## src/rtl/muldiv_unit.sv

```systemverilog
// rtl/muldiv_unit.sv - iterative multiply/divide unit owning the HI/LO registers
module muldiv_unit (
    input  logic        clk,
    input  logic        resetn,
    input  logic        op_valid,
    input  logic [2:0]  op,
    input  logic [31:0] src_a,
    input  logic [31:0] src_b,
    input  logic        cancel,
    output logic        op_ready,
    output logic        busy,
    output logic [31:0] hi,
    output logic [31:0] lo
);

    localparam logic [2:0] OP_MULT  = 3'b000;
    localparam logic [2:0] OP_MULTU = 3'b001;
    localparam logic [2:0] OP_DIV   = 3'b010;
    localparam logic [2:0] OP_DIVU  = 3'b011;
    localparam logic [2:0] OP_MTHI  = 3'b100;
    localparam logic [2:0] OP_MTLO  = 3'b101;

    typedef enum logic [1:0] {
        S_IDLE = 2'd0,
        S_MUL  = 2'd1,
        S_DIV  = 2'd2,
        S_FIX  = 2'd3
    } state_t;

    state_t      r_state;
    state_t      w_next;

    logic [31:0] r_hi;
    logic [31:0] r_lo;
    // r_a holds the multiplicand, or the dividend magnitude that is shifted
    // left one bit per DIV cycle while quotient bits enter at the bottom.
    logic [31:0] r_a;
    // r_b holds the multiplier, or the divisor magnitude.
    logic [31:0] r_b;
    logic [31:0] r_rem;
    logic [4:0]  r_cnt;
    logic        r_signed;
    logic        r_sign_a;
    logic        r_sign_b;

    logic        w_accept;
    logic [63:0] w_ext_a;
    logic [63:0] w_ext_b;
    logic [63:0] w_prod;
    logic [32:0] w_shift;
    logic [32:0] w_diff;
    logic        w_qbit;
    logic [31:0] w_rem_next;
    logic [31:0] w_quo_fix;
    logic [31:0] w_rem_fix;
    logic        w_op_signed;
    logic        w_neg_a;
    logic        w_neg_b;

    assign op_ready = (r_state == S_IDLE) & resetn;
    assign busy     = (r_state != S_IDLE);
    assign hi       = r_hi;
    assign lo       = r_lo;

    assign w_accept = op_valid & op_ready & ~cancel;

    // MULT/MULTU share one 64-bit multiplier: sign-extend only for MULT, the
    // low 64 bits of the product are then correct in both cases.
    assign w_ext_a = {{32{r_signed & r_a[31]}}, r_a};
    assign w_ext_b = {{32{r_signed & r_b[31]}}, r_b};
    assign w_prod  = w_ext_a * w_ext_b;

    // One restoring step: bring the next dividend bit into the partial
    // remainder and keep the subtraction only if it did not go negative.
    assign w_shift    = {r_rem, r_a[31]};
    assign w_diff     = w_shift - {1'b0, r_b};
    assign w_qbit     = ~w_diff[32];
    assign w_rem_next = w_qbit ? w_diff[31:0] : w_shift[31:0];

    // Quotient takes sign(a)^sign(b), remainder takes sign(a). A zero divisor
    // leaves the remainder equal to |a|, so re-signing yields src_a exactly.
    assign w_quo_fix = (r_sign_a ^ r_sign_b) ? (32'd0 - r_a) : r_a;
    assign w_rem_fix = r_sign_a ? (32'd0 - r_rem) : r_rem;

    assign w_op_signed = (op == OP_DIV);
    assign w_neg_a     = w_op_signed & src_a[31];
    assign w_neg_b     = w_op_signed & src_b[31];

    // State register.
    always_ff @(posedge clk) begin
        if (!resetn) begin
            r_state <= S_IDLE;
        end else begin
            r_state <= w_next;
        end
    end

    // Next-state decode; cancel drops any in-flight op back to IDLE.
    always_comb begin
        w_next = r_state;
        case (r_state)
            S_IDLE: begin
                if (w_accept) begin
                    case (op)
                        OP_MULT, OP_MULTU: w_next = S_MUL;
                        OP_DIV, OP_DIVU:   w_next = S_DIV;
                        default:           w_next = S_IDLE;
                    endcase
                end
            end
            S_MUL: w_next = S_IDLE;
            S_DIV: begin
                if (cancel) begin
                    w_next = S_IDLE;
                end else if (r_cnt == 5'd31) begin
                    w_next = S_FIX;
                end
            end
            S_FIX:   w_next = S_IDLE;
            default: w_next = S_IDLE;
        endcase
    end

    // Datapath: operand capture, division iteration and HI/LO writes.
    always_ff @(posedge clk) begin
        if (!resetn) begin
            r_hi     <= 32'd0;
            r_lo     <= 32'd0;
            r_a      <= 32'd0;
            r_b      <= 32'd0;
            r_rem    <= 32'd0;
            r_cnt    <= 5'd0;
            r_signed <= 1'b0;
            r_sign_a <= 1'b0;
            r_sign_b <= 1'b0;
        end else begin
            case (r_state)
                S_IDLE: begin
                    if (w_accept) begin
                        case (op)
                            OP_MTHI: r_hi <= src_a;
                            OP_MTLO: r_lo <= src_a;
                            OP_MULT, OP_MULTU: begin
                                r_a      <= src_a;
                                r_b      <= src_b;
                                r_signed <= (op == OP_MULT);
                            end
                            OP_DIV, OP_DIVU: begin
                                r_a      <= w_neg_a ? (32'd0 - src_a) : src_a;
                                r_b      <= w_neg_b ? (32'd0 - src_b) : src_b;
                                r_sign_a <= w_neg_a;
                                r_sign_b <= w_neg_b;
                                r_signed <= w_op_signed;
                                r_rem    <= 32'd0;
                                r_cnt    <= 5'd0;
                            end
                            default: ;
                        endcase
                    end
                end
                S_MUL: begin
                    if (!cancel) begin
                        r_hi <= w_prod[63:32];
                        r_lo <= w_prod[31:0];
                    end
                end
                S_DIV: begin
                    if (!cancel) begin
                        r_rem <= w_rem_next;
                        r_a   <= {r_a[30:0], w_qbit};
                        r_cnt <= r_cnt + 5'd1;
                    end
                end
                S_FIX: begin
                    if (!cancel) begin
                        r_hi <= w_rem_fix;
                        r_lo <= (r_b == 32'd0) ? 32'hFFFF_FFFF : w_quo_fix;
                    end
                end
                default: ;
            endcase
        end
    end

endmodule

```

## config.mk

```make
export PLATFORM = sky130hd
export DESIGN_NAME = muldiv_unit
export DESIGN_NICKNAME = d
export VERILOG_FILES = /design/src/rtl/muldiv_unit.sv
export SDC_FILE = /design/constraint.sdc
export NUM_CORES = 2
export LEC_CHECK = 0
export ABC_AREA = 1
export CAP_MARGIN = 10
export CORE_MARGIN = 2
export CORE_UTILIZATION = 55
export DETAILED_ROUTE_END_ITERATION = 10
export DONT_BUFFER_PORTS = 1
export PLACE_DENSITY = 0.69
export REMOVE_ABC_BUFFERS = 1
export SLEW_MARGIN = 20
export SYNTH_ARGS = -nofsm -noshare
export SYNTH_HDL_FRONTEND = slang
export SYNTH_SLANG_ARGS = --single-unit
```

## constraint.sdc

```tcl
create_clock -name clk -period 10.4 [get_ports clk]
set_input_delay 2.08 -clock clk [delete_from_list [all_inputs] [get_ports clk]]
set_output_delay 2.08 -clock clk [all_outputs]
set_load 0.01 [all_outputs]
```

==> summary.md <==
| Metric | Value |
|---|---|
| Number of synthesized flops with an enable pin | `0` |
| Pin count of the biggest net entering global routing | `~100` |
| Startpoint of the most critical hold path | `r_a[9]$_SDFFE_PN0P_` |
| Period Utilization, post-route | `86.5%` |
| Clock root buffer | `clkbuf_16` |
| Die height | `315 um` |
| Critical Path Fanout Max | `34` |
| Final weighted congestion in routability-driven placement | `around 1.0` |
| Area share of fa/ha/maj cells after synthesis | `about half` |
| Final TNS setup | `0 ps` |
| Die Area | `99500 sq um` |
| Crit path kind | `flop to flop` |
| Post-layout min period | `9000 ps` |
| Commonest cells after routing, fill and taps aside | `inv_1, nand2_1, fa_1` |
| Worst flop-to-flop path startpoint | `r_b[4]$_SDFFE_PN0P_` |
| Launching element type of the critical path | `flop` |
| Detailed-route wire length per cell | `22.5 um` |
| Worst Tran Pin Value | `between 1000 and 1500 ps` |
| Max-Slew Margin vs Limit | `16.1%` |
| Number of hold buffers added after CTS | `0` |
| Placed wire-length estimate after detailed placement | `158000 um` |
| RSZ-0062 raised after global routing | `false` |
| Largest family of logic cells by synthesized area | `adder cells` |
| # setup viols final | `0` |
| Synthesized area per cell | `7.28 sq um` |
| Clock-pin slew on the worst setup and hold paths | `80 ps` |
| Number of instances resized during post-cts repair | `0` |
| Aggregate routed wire length | `189000 um` |
| Post-detailed-route DRC marker count | `0` |
| Maximum cell stage delay along the critical path | `roughly 970 ps` |
| Top cell type's share of synthesized area | `between 40% and 50%` |
| Via total after detailed routing | `46700` |
| Most frequent standard cell in the layout excluding fill and tap cells | `inv_1` |
| Power density over the cells | `38.8 nW/um^2` |
| Core ar. | `96400 sq um` |
| Number of pins with negative max-slew slack in the final report | `0` |
| Main flop type after synthesis | `dfxtp_1` |
| Multiplexer fraction of the synthesized cell area | `0%` |
| Boundary Pins | `137` |
| Number of post-CTS setup repair buffers | `0` |
| Clk Latency, worst-skew pair | `roughly 510 ps` |
| Final antenna-violating net count | `0` |
| Overflow after GRT | `0` |
| Critical path's slowest cell | `dfxtp_2` |
| Post-synthesis share of cell area spent on xor and xnor gates | `0.837%` |
| Capturing element type of the critical path | `flop` |
| Clock tree from TritonCTS | `done` |
| Final Hold Fails | `0` |
| Count of distinct cell types in the synthesized netlist | `56` |
| Clock tree sinks | `170` |
| Portion of the post-synthesis area used by sequential elements | `6.38%` |
| Simple-gate area share of the yosys netlist | `a little over a fifth` |
| Leakage dissipation | `30.1 nW` |
| Effective utilization at floorplan | `55.3%` |
| Library cell with the largest summed area after synthesis | `fa_1` |
| H-tree depth reported by CTS | `4` |
| Worst clock skew on the final layout | `approximately 16 ps` |
| Hold slack | `471 ps` |
| Starting DRC count in detailed routing | `between 4000 and 5000` |
| Via count of the first global-routing pass | `47800` |
| Total of buffers placed on input and output ports | `0` |
| Number of buffers on the longest clock path | `2` |
| Site Rows | `between 100 and 150` |
| Launching instance or port of the critical path | `r_b[4]$_SDFFE_PN0P_` |
| Aggregate global-route resource usage | `slightly below 40%` |
| Cell-by-cell trace of the critical path | `inv_1, nor2_1, fa_1, fa_1, fa_1, inv_1, fa_1, inv_1, fa_1, fa_1, fa_1, inv_1, fa_1, inv_1, ha_1, a21oi_1, o21ai_0, a21oi_1, nand2_1, nand3b_1, o21ai_0, a21oi_1` |
| Initial DRT Pass Iterations | `6` |
| Status | `completed` |
| Required time of the critical path | `10770 ps` |
| Complex-gate fraction of the synthesized area | `7.48%` |
| Yosys synthesis warning count | `0` |
| Maximum achievable frequency | `0.111 GHz` |
| Diodes inserted | `0` |
| First-pass GRT wire length | `290000 um` |
| Post-synthesis async set-or-reset flop share | `0%` |
| Die W | `315 um` |
| Worst path arrival time | `approximately 9400 ps` |
| Largest cells by area after synthesis | `fa_1, inv_1, nand2_1` |
| Drt via density | `5.56` |
| Num CTS Buffers | `17` |
| Layout cell share with drive strength beyond 1 | `~3.6%` |
| Count of maximum capacitance violations | `0` |
| Cell area after technology mapping | `53300 sq um` |
| CP most frequent cell | `fa_1` |
| Final layout net count | `roughly 8600` |
| Layout-stage area growth over the synthesis result | `3.00%` |
| Type of the most critical hold path | `flop to flop` |
| Synth Register Bits | `170` |
| Number of instances in the synthesized netlist | `7329` |
| Worst vdd ir | `slightly below 0.00008 V` |
| Number of antenna violations at the first check in global routing | `6` |
==> final timing paths <==
check | to | slack (ps) | cells after the start
max | hi[15]$_SDFFE_PN0P_ | 1400 | 22
max reg2reg | hi[15]$_SDFFE_PN0P_ | 1400 | 22
min | r_a[9]$_SDFFE_PN0P_ | 470 | 2
min reg2reg | r_a[9]$_SDFFE_PN0P_ | 470 | 2
==> layer usage <==
layer	wire length, um	vias up	GRT usage (%)
met1	74900	23200	51.2
li1	-	20900	-
met2	87000	2153	62.9
met5	24	-	0
met4	10000	4	17.1
met3	17100	427	7.65
==> worst max-delay path, delay by kind of cell, from the launching register on <==
family | cells | cell delay, ps
flip-flops | 1 | 970
AND/OR/NAND/NOR | 3 | 820
buffers and inverters | 5 | 1080
adder cells (fa/ha/maj) | 9 | 4430
AO/OA/AOI/OAI | 5 | 1550
==> power breakdown <==
group	switching (mW)	total (mW)	internal [mW]	leakage, nW
Sequential	0.0456	0.712	0.666	1.38
Clock	0.356	0.675	0.319	0.276
Combinational	0.533	0.742	0.210	28.5
==> Yosys cell counts (3+ instances only) <==
master / instances
a211oi_1: 5
a21boi_0: 5
a21o_1: 8
a21oi_1: 316
a21oi_2: 14
a221oi_1: 3
a31oi_1: 16
a41oi_1: 6
and2_1: 3
buf_1: 81
buf_2: 30
buf_6: 6
clkbuf_1: 235
dfxtp_1: 170
fa_1: 1126
ha_1: 251
inv_1: 1918
inv_2: 13
nand2_1: 1813
nand2_2: 29
nand3_1: 264
nand3_2: 14
nand3b_1: 20
nand4_1: 47
nor2_1: 432
nor2_2: 8
nor2_4: 3
nor3_1: 49
nor3_2: 3
nor4_1: 10
o211ai_1: 14
o21a_1: 4
o21ai_0: 270
o21ai_1: 11
o21ai_2: 4
o21bai_1: 28
o221ai_1: 5
o31ai_1: 6
or2_2: 17
xnor2_1: 22
xor2_1: 29
==> kinds of logic after synthesis <==
kind of cell,Yosys count
xor+xnor,51
simple gates,2721
buf+inv,2286
flops,170
fa+ha+maj,1377
compound gates,724
==> registers in the layout (all words and copies together) (netlist names) <==
register  count
r_state       2
hi           32
r_signed      1
r_sign_b      1
r_a          32
r_cnt         5
r_rem        32
lo           32
r_sign_a      1
r_b          32
==> cell type report <==
class / instances / area, sq um
Clock buffer: 17 / 425
Clock inverter: 15 / 156
Fill cell: 9277 / 41500
Inverter: 1933 / 7260
Multi-Input combinational cell: 4873 / 41300
Sequential cell: 170 / 3410
Tap cell: 1276 / 1600
Timing Repair Buffer: 108 / 811
==> metrics by stage <==
stage / utilization, % / std cells / setup WS, ps / area [sq um] / power [mW]
2_1_floorplan: - / 6976 / 2350 / 51900 / 1.16
3_3_place_gp: 56.4 / 8360 / 1520 / 54400 / 1.44
3_5_place_dp: 56.4 / 8360 / 1490 / 54400 / 1.45
4_1_cts: 57.0 / 8392 / 1470 / 54900 / 2.12
5_1_grt: 57.0 / 8392 / 960 / 54900 / 2.22
6_report: 57.0 / 8392 / 1400 / 54900 / 2.13
(Power assumes the default switching activity.)
